[src/rtl/hazard_stall_ctrl.sv]
// Pipeline sequencing: load-use bubbles, taken-branch flushes, dmem wait states with a timeout to HALT.
// Latency: enables/flushes are combinational in the same cycle; the counters update on the next clock edge.
// Backpressure: dmem_ready low freezes every stage; after 1+MEM_TIMEOUT frozen cycles it halts until reset.
module hazard_stall_ctrl #(
   parameter int MEM_TIMEOUT = 16,
   parameter int CNT_W       = 32
) (
   input  logic             clk,
   input  logic             rst,
   input  logic [4:0]       id_rs1,
   input  logic [4:0]       id_rs2,
   input  logic             id_uses_rs1,
   input  logic             id_uses_rs2,
   input  logic [4:0]       id_ex_rd,
   input  logic             id_ex_mem_read,
   input  logic             ex_branch_taken,
   input  logic             dmem_req,
   input  logic             dmem_ready,
   output logic             pc_en,
   output logic             if_id_en,
   output logic             id_ex_en,
   output logic             ex_mem_en,
   output logic             mem_wb_en,
   output logic             if_id_flush,
   output logic             id_ex_flush,
   output logic             halted,
   output logic [CNT_W-1:0] stall_cycles,
   output logic [CNT_W-1:0] flush_count
);

   typedef enum logic [1:0] {
      RUN      = 2'd0,
      MEM_WAIT = 2'd1,
      HALT     = 2'd2
   } state_t;

   localparam logic [7:0] WAIT_LAST = 8'(MEM_TIMEOUT - 1);

   state_t     state, state_nxt;
   logic [7:0] wait_cnt, wait_cnt_nxt;
   logic       freeze;
   logic       load_use;

   assign freeze = ((state == RUN) && dmem_req && !dmem_ready) ||
                   ((state == MEM_WAIT) && !dmem_ready) ||
                   (state == HALT);

   // x0 never carries a real dependency, so a load into x0 never stalls
   assign load_use = id_ex_mem_read && (id_ex_rd != 5'd0) &&
                     (((id_ex_rd == id_rs1) && id_uses_rs1) ||
                      ((id_ex_rd == id_rs2) && id_uses_rs2));

   assign halted = (state == HALT);

   always_comb begin
      state_nxt    = state;
      wait_cnt_nxt = wait_cnt;
      pc_en        = 1'b0;
      if_id_en     = 1'b0;
      id_ex_en     = 1'b0;
      ex_mem_en    = 1'b0;
      mem_wb_en    = 1'b0;
      if_id_flush  = 1'b0;
      id_ex_flush  = 1'b0;

      case (state)
         RUN: begin
            if (dmem_req && !dmem_ready) begin
               state_nxt    = MEM_WAIT;
               wait_cnt_nxt = 8'd0;
            end
         end
         MEM_WAIT: begin
            if (dmem_ready) begin
               state_nxt = RUN;
            end else if (wait_cnt == WAIT_LAST) begin
               state_nxt = HALT;
            end else begin
               wait_cnt_nxt = wait_cnt + 8'd1;
            end
         end
         HALT:    state_nxt = HALT;
         default: state_nxt = RUN;
      endcase

      // Branch beats load-use: the dependent ID instruction is squashed anyway
      if (!rst && !freeze) begin
         if (ex_branch_taken) begin
            pc_en       = 1'b1;
            if_id_en    = 1'b1;
            id_ex_en    = 1'b1;
            ex_mem_en   = 1'b1;
            mem_wb_en   = 1'b1;
            if_id_flush = 1'b1;
            id_ex_flush = 1'b1;
         end else if (load_use) begin
            id_ex_en    = 1'b1;
            ex_mem_en   = 1'b1;
            mem_wb_en   = 1'b1;
            id_ex_flush = 1'b1;
         end else begin
            pc_en       = 1'b1;
            if_id_en    = 1'b1;
            id_ex_en    = 1'b1;
            ex_mem_en   = 1'b1;
            mem_wb_en   = 1'b1;
         end
      end
   end

   always_ff @(posedge clk) begin
      if (rst) begin
         state        <= RUN;
         wait_cnt     <= 8'd0;
         stall_cycles <= '0;
         flush_count  <= '0;
      end else begin
         state    <= state_nxt;
         wait_cnt <= wait_cnt_nxt;
         if (!pc_en && (state != HALT) && (stall_cycles != '1))
            stall_cycles <= stall_cycles + CNT_W'(1);
         if (!freeze && ex_branch_taken && (flush_count != '1))
            flush_count <= flush_count + CNT_W'(1);
      end
   end

endmodule

[config.mk]
export PLATFORM = sky130hd
export DESIGN_NAME = hazard_stall_ctrl
export DESIGN_NICKNAME = d
export VERILOG_FILES = /design/src/rtl/hazard_stall_ctrl.sv
export SDC_FILE = /design/constraint.sdc
export NUM_CORES = 1
export LEC_CHECK = 0
export CORE_ASPECT_RATIO = 1.4
export CORE_MARGIN = 4
export CORE_UTILIZATION = 30
export CTS_CLUSTER_DIAMETER = 200
export DETAILED_ROUTE_END_ITERATION = 8
export SLEW_MARGIN = 30
export SYNTH_ARGS = -nofsm -noshare
export SYNTH_HDL_FRONTEND = slang
export SYNTH_SLANG_ARGS = --single-unit
[constraint.sdc]
create_clock -name clk -period 2.8 [get_ports clk]
set_input_delay 0.7 -clock clk [delete_from_list [all_inputs] [get_ports clk]]
set_output_delay 0.7 -clock clk [all_outputs]
set_load 0.02 [all_outputs]
==> results.tsv, run 1 <==
stage	metric	value	unit
run_status	status	completed	
sta	Tmin final	2750	ps
sta	worst-margin pin slew	747	ps
finish	area delta synth->final	43.1	%
worst_setup_path	crit path cell chain	clkdlybuf4s50_1 -> or2_4 -> o221ai_2 -> nor2_1 -> buf_4 -> clkdlybuf4s15_2	
worst_setup_path	Arr. time, crit path	2050	ps
global_route	Total GRT Usage	14.5	%
worst_setup_path	CP max FO	3	
route	drt pass-1 iters	4	
power_and_ir_drop	Leak	2.03	nW
place	DP Area	5240	um2
floorplanning	row count	49	
floorplanning	Die H	144	um
finish	commonest cells after routing, fill and taps aside	74 x dfxtp_1, 72 x clkdlybuf4s50_1, 57 x nor2_1	
finish	commonest non-fill, non-tap cell in the layout	dfxtp_1	
worst_setup_path	cell class contributing the biggest share of worst-path delay	buffers and inverters	
worst_setup_path	Critical Path RT	2100	ps
worst_setup_path	r2r startpoint	state[0]$_SDFFE_PP0P_	
clocking	Reg clk slew, reported paths	60	ps
route	Residual DRC	0	
sta	setup TNS	0	ps
logic_synthesis	sequential fraction of the synthesis area	37.4	%
logic_synthesis	synth unique cells	59	
place	pre-CTS setup slack	-617	ps
min_path	Hold Path Origin	stall_cycles[21]$_SDFFE_PP0P_	
floorplanning	Die Wd	105	um
place	detailed placement HPWL	8.02	mm
min_path	worst min path class	register to register	
route	via/cell ratio	5.25	
route	DRT met1 WL	4.69	mm
global_route	grt total ovfl	0	
logic_synthesis	Async SR Flop Fraction	0	%
logic_synthesis	#FFs+latches synth	74	
finish	final net count	611	
sta	Rel. slew slack	50.2	%
route	vias	3904	
clocking	Skew-Pair Late Insertion Delay	330	ps
logic_synthesis	Synth Flop Type	dfxtp_1	
sta	RSZ-0062 raised after global routing	true	
floorplanning	die area	15100	um2
route	Met2 Routed Length	5.70	mm
clocking	Clock Tree Root	clkbuf_16	
route	Iter 0 DRT Violations	172	
floorplanning	I/O Pins	95	
place	IO Port Bufs	94	
worst_setup_path	Buf/Inv on CP	3	
logic_synthesis	YS warnings	0	
global_route	via count of the first global-routing pass	3829	
sta	Tcrit/Tclk final	98.2	%
route	post-DR wirelength/cell	14.7	um
sta	Final Skew	6.63	ps
logic_synthesis	post-synthesis instance area	3960	um2
global_route	largest net degree at the start of global routing	71	
finish	Multi-input gate area	2390	um2
floorplanning	Core Area	12900	um2
logic_synthesis	post-synth net total	491	
sta	final setup fails	0	
worst_setup_path	Setup crit start kind	primary input	
logic_synthesis	Syn Inst Count	465	
clocking	H-tree depth	3	
flow_run	Max Cap Violations	0	
global_route	initial antenna violation count	0	
power_and_ir_drop	Worst VDD drop	215	uV
finish	fillers	1253	
finish	fin area	5660	um2
sta	Final Hold Fails	0	
logic_synthesis	syn_area_per_cell	8.51	um2
power_and_ir_drop	PD cells	459	nW/um2
finish	antenna fix cells	0	
route	Routed met3 length	318	um
route	antenna viol nets, final	0	
worst_setup_path	Largest stage delay, worst path	450	ps
route	WL final	10.9	mm
sta	Final Max Tran Viols	0	
finish	Sequential Area	1480	um2
sta	fmax	364	MHz
global_route	global-route wire length before repair	18.0	mm
route	DR top layer	met4	
clocking	CTS buffer count	9	
logic_synthesis	number of synthesized flops with an enable pin	0	
sta	Final Worst Setup Slack	49.7	ps
clocking	Sink Count	74	
worst_setup_path	Crit-path slowest cell	clkdlybuf4s50_1	
worst_setup_path	critical path type	primary input to output pin	
finish	layout cells sized above 1	16.4	%
floorplanning	Initial Utilization	30.7	%
worst_setup_path	CP Capture Type	output pin	
clocking	TritonCTS clock tree	done	
worst_setup_path	critical path launch point	dmem_ready	
place	gpl congestion	0.798	
clocking	Max clock buf depth	2	
cell type report:
class,count,share of cell area [%]
inverters,8,0.530
flip-flops and latches,74,26.2
repair buffers,130,21.8
multi-input cells,362,42.1
clock buffers,12,4.71
well taps,153,3.38
clock inverters,4,1.28
Yosys cell counts (8+ instances only):
library cell | count | area share, %
nand2_1 | 30 | 2.8
xor2_1 | 25 | 5.5
a21oi_1 | 26 | 3.3
clkbuf_1 | 9 | 0.85
nor2_1 | 58 | 5.5
nand4_1 | 19 | 3.0
and4_1 | 8 | 1.8
buf_4 | 10 | 1.9
inv_1 | 8 | 0.76
dfxtp_1 | 74 | 37
and3_1 | 13 | 2.1
or4_1 | 16 | 3.0
o31ai_1 | 16 | 3.0
nor4_1 | 9 | 1.4
xnor2_1 | 22 | 4.9
nand3_1 | 29 | 3.7
nor3_1 | 12 | 1.5
repair_timing:
| action | in CTS | in global routing |
|---|---|---|
| hold buffers | 0 | 0 |
| setup buffers | 0 | 2 |
| pin swaps | 5 | 16 |
| resized for setup | 34 | 30 |
| setup endpoints to repair | 9 | 21 |
worst min-delay path: stages (launching register included):
cell and delay, ps:
dfxtp_1 330, o31ai_1 70, a21oi_1 50
logic make-up (layout without fill, tap and decap cells):
group	Yosys count	count (layout)	synth area share (%)
AOI/OAI and AO/OA	73	73	12.2
xor gates and xnor gates	47	47	10.4
adders and majority gates	3	3	0.949
buffers and inverters	29	154	3.70
DFF	74	74	37.4
muxes	5	5	1.39
and+or+nand+nor	234	234	33.9
routing by layer:
metal / track usage (%) / vias to the layer above
li1: - / 1940
met2: 26.4 / 80
met3: 2.43 / 16
met4: 6.84 / 0
met5: 0 / -
met1: 16.4 / 1868
worst paths after layout:
check / to / slack [ps] / cells after the start
hold reg to reg: stall_cycles[21]$_SDFFE_PP0P_ / 500 / 2
setup reg to reg: stall_cycles[3]$_SDFFE_PP0P_ / 370 / 6
setup / recovery: if_id_flush / 50 / 6
hold / removal: stall_cycles[21]$_SDFFE_PP0P_ / 500 / 2
through the flow:
stage	std cells	utilization (%)	hold WS, ps	total power, mW
finish	743	44.0	499	2.60
global route	743	44.0	533	2.70
CTS	741	43.4	500	2.62
detailed placement	725	40.7	492	1.33
global placement	725	40.7	478	1.32
floorplan	465	-	473	1.21
state kept, by name (all words and copies together) (netlist names):
| register | count |
|---|---|
| flush_count | 32 |
| stall_cycles | 32 |
| state | 2 |
| wait_cnt | 8 |
power breakdown:
part,switching (mW),internal [mW]
Combinational,0.122,0.115
Sequential,0.0129,1.06
Clock,0.436,0.851
Power figures use the tool's default switching activity.
==> run 2, diff against run 1 <==
--- a/config.mk
+++ b/config.mk
@@ -7,10 +7,12 @@
 export LEC_CHECK = 0
 export CORE_ASPECT_RATIO = 1.4
 export CORE_MARGIN = 4
-export CORE_UTILIZATION = 30
+export CORE_UTILIZATION = 40
 export CTS_CLUSTER_DIAMETER = 200
 export DETAILED_ROUTE_END_ITERATION = 8
+export PLACE_DENSITY = 0.67
 export SLEW_MARGIN = 30
 export SYNTH_ARGS = -nofsm -noshare
 export SYNTH_HDL_FRONTEND = slang
 export SYNTH_SLANG_ARGS = --single-unit
+export TNS_END_PERCENT = 50
==> results.tsv, run 2 (synthesized netlist as in run 1, its figures left out) <==
stage	metric	value	unit	change
worst_setup_path	FF-to-FF End	stall_cycles[21]$_SDFFE_PP0P_		
clocking	Skew-Pair Late Insertion Delay	340	ps	about the same
finish	final net count	615		+0.65%
power_and_ir_drop	Internal Power	2.10	mW	+3.4%
clocking	Max clock buf depth	2		unchanged
worst_setup_path	cell class contributing the biggest share of worst-path delay	buffers and inverters		
worst_setup_path	Setup crit start kind	primary input		
floorplanning	Die Wd	92.1	um	-12%
min_path	Hold EP	stall_cycles[15]$_SDFFE_PP0P_		
floorplanning	I/O Pins	95		unchanged
sta	Tmin final	2760	ps	+9.89 ps
worst_setup_path	r2r startpoint	state[0]$_SDFFE_PP0P_		
worst_setup_path	CP max FO	3		unchanged
clocking	TritonCTS clock tree	done		
place	gpl congestion	0.813		+1.9%
sta	Final Skew	6.78	ps	+0.156 ps
route	WL final	10.8	mm	-1.4%
power_and_ir_drop	Seq pwr share	40.1	%	-1.2 points
worst_setup_path	Largest stage delay, worst path	440	ps	about the same
sta	WHS	494	ps	-5.62 ps
global_route	global-route wire length before repair	18.2	mm	+0.88%
flow_run	Max Cap Violations	0		unchanged
finish	area delta synth->final	42.7	%	
global_route	largest net degree at the start of global routing	36		-49%
finish	Sequential Area	1480	um2	unchanged
clocking	Sink Count	74		unchanged
global_route	via count of the first global-routing pass	3817		-0.31%
power_and_ir_drop	Leak	2.02	nW	-0.78%
worst_setup_path	Crit-path slowest cell	clkdlybuf4s50_1		
worst_setup_path	Register-to-Register Path Depth	6		unchanged
sta	fmax	362	MHz	-0.36%
sta	Final Worst Setup Slack	39.8	ps	-9.89 ps
global_route	grt total ovfl	0		unchanged
clocking	hold_buf cts	0		unchanged
route	antenna viol nets, final	0		unchanged
floorplanning	Core Area	9560	um2	-26%
global_route	Total GRT Usage	19.0	%	+4.5 points
sta	Rel. slew slack	59.7	%	+9.5 points
finish	final core utilization	59.0	%	+15 points
finish	Multi-input gate area	2370	um2	-0.47%
route	post-DR wirelength/cell	14.9	um	+0.94%
min_path	Hold Path Origin	stall_cycles[15]$_SDFFE_PP0P_		
route	drt pass-1 iters	4		unchanged
min_path	hold path depth	2		unchanged
power_and_ir_drop	PD cells	474	nW/um2	+3.3%
power_and_ir_drop	P_sw	0.580	mW	+1.5%
floorplanning	Initial Utilization	41.4	%	+11 points
worst_setup_path	R2R Setup Slk	380	ps	about the same
finish	commonest cells after routing, fill and taps aside	74 x dfxtp_1, 74 x clkdlybuf4s50_1, 57 x nor2_1		
min_path	worst min path class	register to register		
route	vias	3940		+0.92%
finish	layout cells sized above 1	15.3	%	-1.1 points
worst_setup_path	Buf/Inv on CP	3		unchanged
clocking	CTS buffer count	9		unchanged
worst_setup_path	critical path type	primary input to output pin		
floorplanning	Die H	126	um	-13%
floorplanning	row count	42		-14%
power_and_ir_drop	Tot Pwr	2.68	mW	+3.0%
power_and_ir_drop	Comb pwr share	8.8	%	-0.3 points
clocking	H-tree depth	3		unchanged
sta	setup TNS	0	ps	unchanged
clocking	Reg clk slew, reported paths	60	ps	about the same
place	pre-CTS setup slack	-602	ps	+15.3 ps
sta	worst-margin pin slew	599	ps	-148 ps
sta	final setup fails	0		unchanged
route	Residual DRC	0		unchanged
power_and_ir_drop	sw frac	21.7	%	-0.31 points
sta	Final Hold Fails	0		unchanged
place	detailed placement HPWL	8.03	mm	+0.12%
global_route	initial antenna violation count	0		unchanged
power_and_ir_drop	Clock Power Share	51.1	%	+1.5 points
finish	antenna fix cells	0		unchanged
place	IO Port Bufs	94		unchanged
sta	Final Max Tran Viols	0		unchanged
clocking	Clock Tree Root	clkbuf_16		
finish	biggest regs	flush_count (32), stall_cycles (32), wait_cnt (8)		
power_and_ir_drop	Worst VDD drop	333	uV	+55%
finish	fillers	897		-28%
sta	Tcrit/Tclk final	98.6	%	+0.35 points
floorplanning	die area	11600	um2	-23%
route	via/cell ratio	5.43		+3.3%
worst_setup_path	Critical Path RT	2100	ps	about the same
worst_setup_path	CP Capture Type	output pin		
worst_setup_path	Arr. time, crit path	2060	ps	about the same
worst_setup_path	crit path cell chain	clkdlybuf4s50_1 -> or2_4 -> o221ai_2 -> nor2_1 -> buf_4 -> clkdlybuf4s15_2		
run_status	status	completed		
route	Iter 0 DRT Violations	163		-5.2%
-- run 2: worst max-delay path by stage --
stage / startpoint / end / slack [ps] / cells past startpoint
2_1_floorplan: dmem_ready / id_ex_flush / 70 / 5
3_5_place_dp: id_ex_rd[2] / pc_en / -600 / 6
4_1_cts: id_rs1[3] / pc_en / -20 / 7
6_report: dmem_ready / if_id_flush / 40 / 6
5_1_grt: id_ex_rd[1] / pc_en / -20 / 8
3_3_place_gp: id_ex_rd[2] / if_id_en / -600 / 6
-- run 2: stage by stage --
| step | cells | instance area (um2) |
|---|---|---|
| CTS | 726 | 5600 |
| detailed placement | 709 | 5240 |
| global placement | 709 | 5240 |
| finish | 726 | 5650 |
| floorplan | 465 | 3960 |
| global route | 726 | 5650 |
-- run 2: what timing repair did --
action	CTS	global route
endpoints found under the setup margin	21	21
pin swaps	6	11
setup buffers	1	0
resized for setup	34	14
-- run 2: power by group through the flow --
stage / Sequential [mW] / Combinational, mW / Clock (mW)
2_1_floorplan: 1.10 / 0.110 / 0
3_3_place_gp: 1.10 / 0.229 / 0
3_5_place_dp: 1.10 / 0.233 / 0
4_1_cts: 1.07 / 0.232 / 1.38
5_1_grt: 1.08 / 0.256 / 1.42
6_report: 1.07 / 0.235 / 1.37
-- run 2: layout make-up --
class,count,share of cell area (%)
Multi-Input combinational cell,362,42.1
Sequential cell,74,26.2
Timing Repair Buffer,134,22.0
Clock buffer,12,4.54
Tap cell,132,2.92
Clock inverter,4,1.73
Inverter,8,0.532
-- run 2: layer usage --
layer	global-route usage (%)	vias to the layer above	part of all wire (%)
met5	0	-	0
met4	6.04	0	1.6
met3	4.12	12	3.8
met2	34.9	93	54
met1	21.6	1880	41
li1	-	1955	-
-- run 2: worst reg2reg max path: stages, from the launching register on --
cell	delay, ps
dfxtp_1	550
nor2_1	200
o31ai_1	570
buf_4	230
nand4_2	200
or4_1	470
a21oi_1	140
==> run 3, diff against run 2 <==
--- a/config.mk
+++ b/config.mk
@@ -10,7 +10,7 @@
 export CORE_UTILIZATION = 40
 export CTS_CLUSTER_DIAMETER = 200
 export DETAILED_ROUTE_END_ITERATION = 8
-export PLACE_DENSITY = 0.67
+export PLACE_DENSITY = 0.78
 export SLEW_MARGIN = 30
 export SYNTH_ARGS = -nofsm -noshare
 export SYNTH_HDL_FRONTEND = slang
==> results.tsv, run 3 (synthesized netlist as in run 1, its figures left out) <==
stage	metric	value	unit	change
run_status	status	completed		
clocking	Skew-Pair Late Insertion Delay	340	ps	about the same
floorplanning	Die Wd	92.1	um	unchanged
floorplanning	die area	11600	um2	unchanged
route	WL final	11.3	mm	+4.7%
place	IO Port Bufs	94		unchanged
floorplanning	row count	42		unchanged
sta	Final Worst Setup Slack	48.3	ps	+8.52 ps
finish	commonest non-fill, non-tap cell in the layout	dfxtp_1		
min_path	worst min path class	register to register		
route	Residual DRC	0		unchanged
route	vias	4042		+2.6%
place	pre-CTS setup slack	-635	ps	-33.2 ps
global_route	via count of the first global-routing pass	3831		+0.37%
floorplanning	Initial Utilization	41.4	%	unchanged
sta	Rel. slew slack	51.2	%	-8.5 points
worst_setup_path	CP Capture Type	output pin		
sta	Tcrit/Tclk final	98.3	%	-0.30 points
worst_setup_path	R2R Setup Slk	320	ps	-60 ps
power_and_ir_drop	Worst VDD drop	353	uV	+6.1%
sta	Final Max Tran Viols	0		unchanged
route	post-DR wirelength/cell	15.6	um	+5.3%
global_route	initial antenna violation count	0		unchanged
route	via/cell ratio	5.60		+3.2%
clocking	H-tree depth	3		unchanged
clocking	Max clock buf depth	2		unchanged
place	DP Cell Count	703		-0.85%
worst_setup_path	Critical Path RT	2100	ps	about the same
place	detailed placement HPWL	8.07	mm	+0.55%
floorplanning	Die H	126	um	unchanged
route	drt pass-1 iters	4		unchanged
sta	final setup fails	0		unchanged
finish	commonest cells after routing, fill and taps aside	74 x dfxtp_1, 73 x clkdlybuf4s50_1, 57 x nor2_1		
finish	fillers	833		-7.1%
sta	RSZ-0062 raised after global routing	true		
clocking	Reg clk slew, reported paths	50	ps	about the same
worst_setup_path	CP max FO	2		-1
finish	area delta synth->final	44.5	%	
power_and_ir_drop	PD cells	458	nW/um2	-3.3%
clocking	Sink Count	74		unchanged
worst_setup_path	critical path type	primary input to output pin		
finish	Layout Cells excl Fill	722		-0.55%
finish	final net count	611		-0.65%
place	gpl congestion	0.850		+4.5%
sta	Tmin final	2750	ps	-8.52 ps
global_route	largest net degree at the start of global routing	72		+100%
global_route	grt total ovfl	0		unchanged
sta	fmax	363	MHz	+0.31%
global_route	Total GRT Usage	19.6	%	+0.61 points
finish	antenna fix cells	0		unchanged
flow_run	Max Cap Violations	0		unchanged
finish	biggest regs	flush_count (32), stall_cycles (32), wait_cnt (8)		
sta	Final Skew	7.60	ps	+0.822 ps
route	Iter 0 DRT Violations	188		+15%
clocking	TritonCTS clock tree	done		
finish	layout cells sized above 1	16.1	%	+0.78 points
floorplanning	I/O Pins	95		unchanged
clocking	Clock Tree Root	clkbuf_16		
worst_setup_path	Arr. time, crit path	2050	ps	about the same
route	antenna viol nets, final	0		unchanged
clocking	CTS buffer count	9		unchanged
worst_setup_path	Setup crit start kind	primary input		
sta	Final Hold Fails	0		unchanged
power_and_ir_drop	Leak	2.05	nW	+1.5%
global_route	global-route wire length before repair	18.5	mm	+1.7%
floorplanning	Core Area	9560	um2	unchanged
sta	worst-margin pin slew	732	ps	+132 ps
run 3: cell count changes in the layout (fill, tap and decap cells not counted), moves of 2 or more:
cell	change
xnor2_4	+2
dlymetal6s2s_1	+2
buf_4	-7
xnor2_1	-6
clkdlybuf4s15_2	+2
buf_6	+2
xnor2_2	+4
dlygate4sd2_1	-2
run 3: layout make-up:
class	instances	area [um2]	area share, %
clock buffer	12	267	4.66
clock inverter	4	72.6	1.27
inverter	8	30.0	0.525
multi-input combinational	362	2460	43.0
sequential	74	1480	25.9
tap	132	165	2.89
timing repair buffer	130	1250	21.8
run 3: final timing paths:
kind | startpoint | end | cells past startpoint
worst min-delay path | stall_cycles[21]$_SDFFE_PP0P_ | stall_cycles[21]$_SDFFE_PP0P_ | 2
worst max-delay path | id_ex_rd[3] | if_id_en | 8
worst min register to register | stall_cycles[21]$_SDFFE_PP0P_ | stall_cycles[21]$_SDFFE_PP0P_ | 2
worst max register to register | flush_count[0]$_SDFFE_PP0P_ | flush_count[15]$_SDFFE_PP0P_ | 7
run 3: critical path, stage by stage:
cell and delay [ps]:
dlygate4sd2_1 260, buf_6 130, xnor2_2 150, nand4_1 160, o22ai_2 220, nand2_1 70, o21a_1 210, buf_6 140
run 3: what timing repair did:
action,in CTS,in global routing
endpoints found under the setup margin,23,18
resized for setup,36,27
buffers inserted,3,0
hold buffers,0,0
gates cloned,0,0
pin swaps,7,14
run 3: per-layer routing:
layer	track usage, %	vias up	share of wire (%)
li1	-	1944	-
met1	21.8	1965	40
met2	35.2	107	54
met3	4.77	26	3.8
met4	8.22	0	2.4
met5	0	-	0
run 3: report_power, final:
part,total [mW],internal (mW),switching (mW)
Clock,1.29,0.851,0.439
Combinational,0.257,0.125,0.132
Sequential,1.07,1.06,0.0134
Total,2.62,2.04,0.584
run 3: metrics by stage:
step	hold slack (ps)	cell area [um2]	power (mW)	util (%)	setup TNS, ps
2_1_floorplan	473	3960	1.21	-	0
3_3_place_gp	472	5210	1.32	54.4	-8260
3_5_place_dp	502	5210	1.33	54.4	-13600
4_1_cts	508	5590	2.63	58.5	0
5_1_grt	533	5720	2.71	59.8	-117
6_report	501	5720	2.62	59.8	0
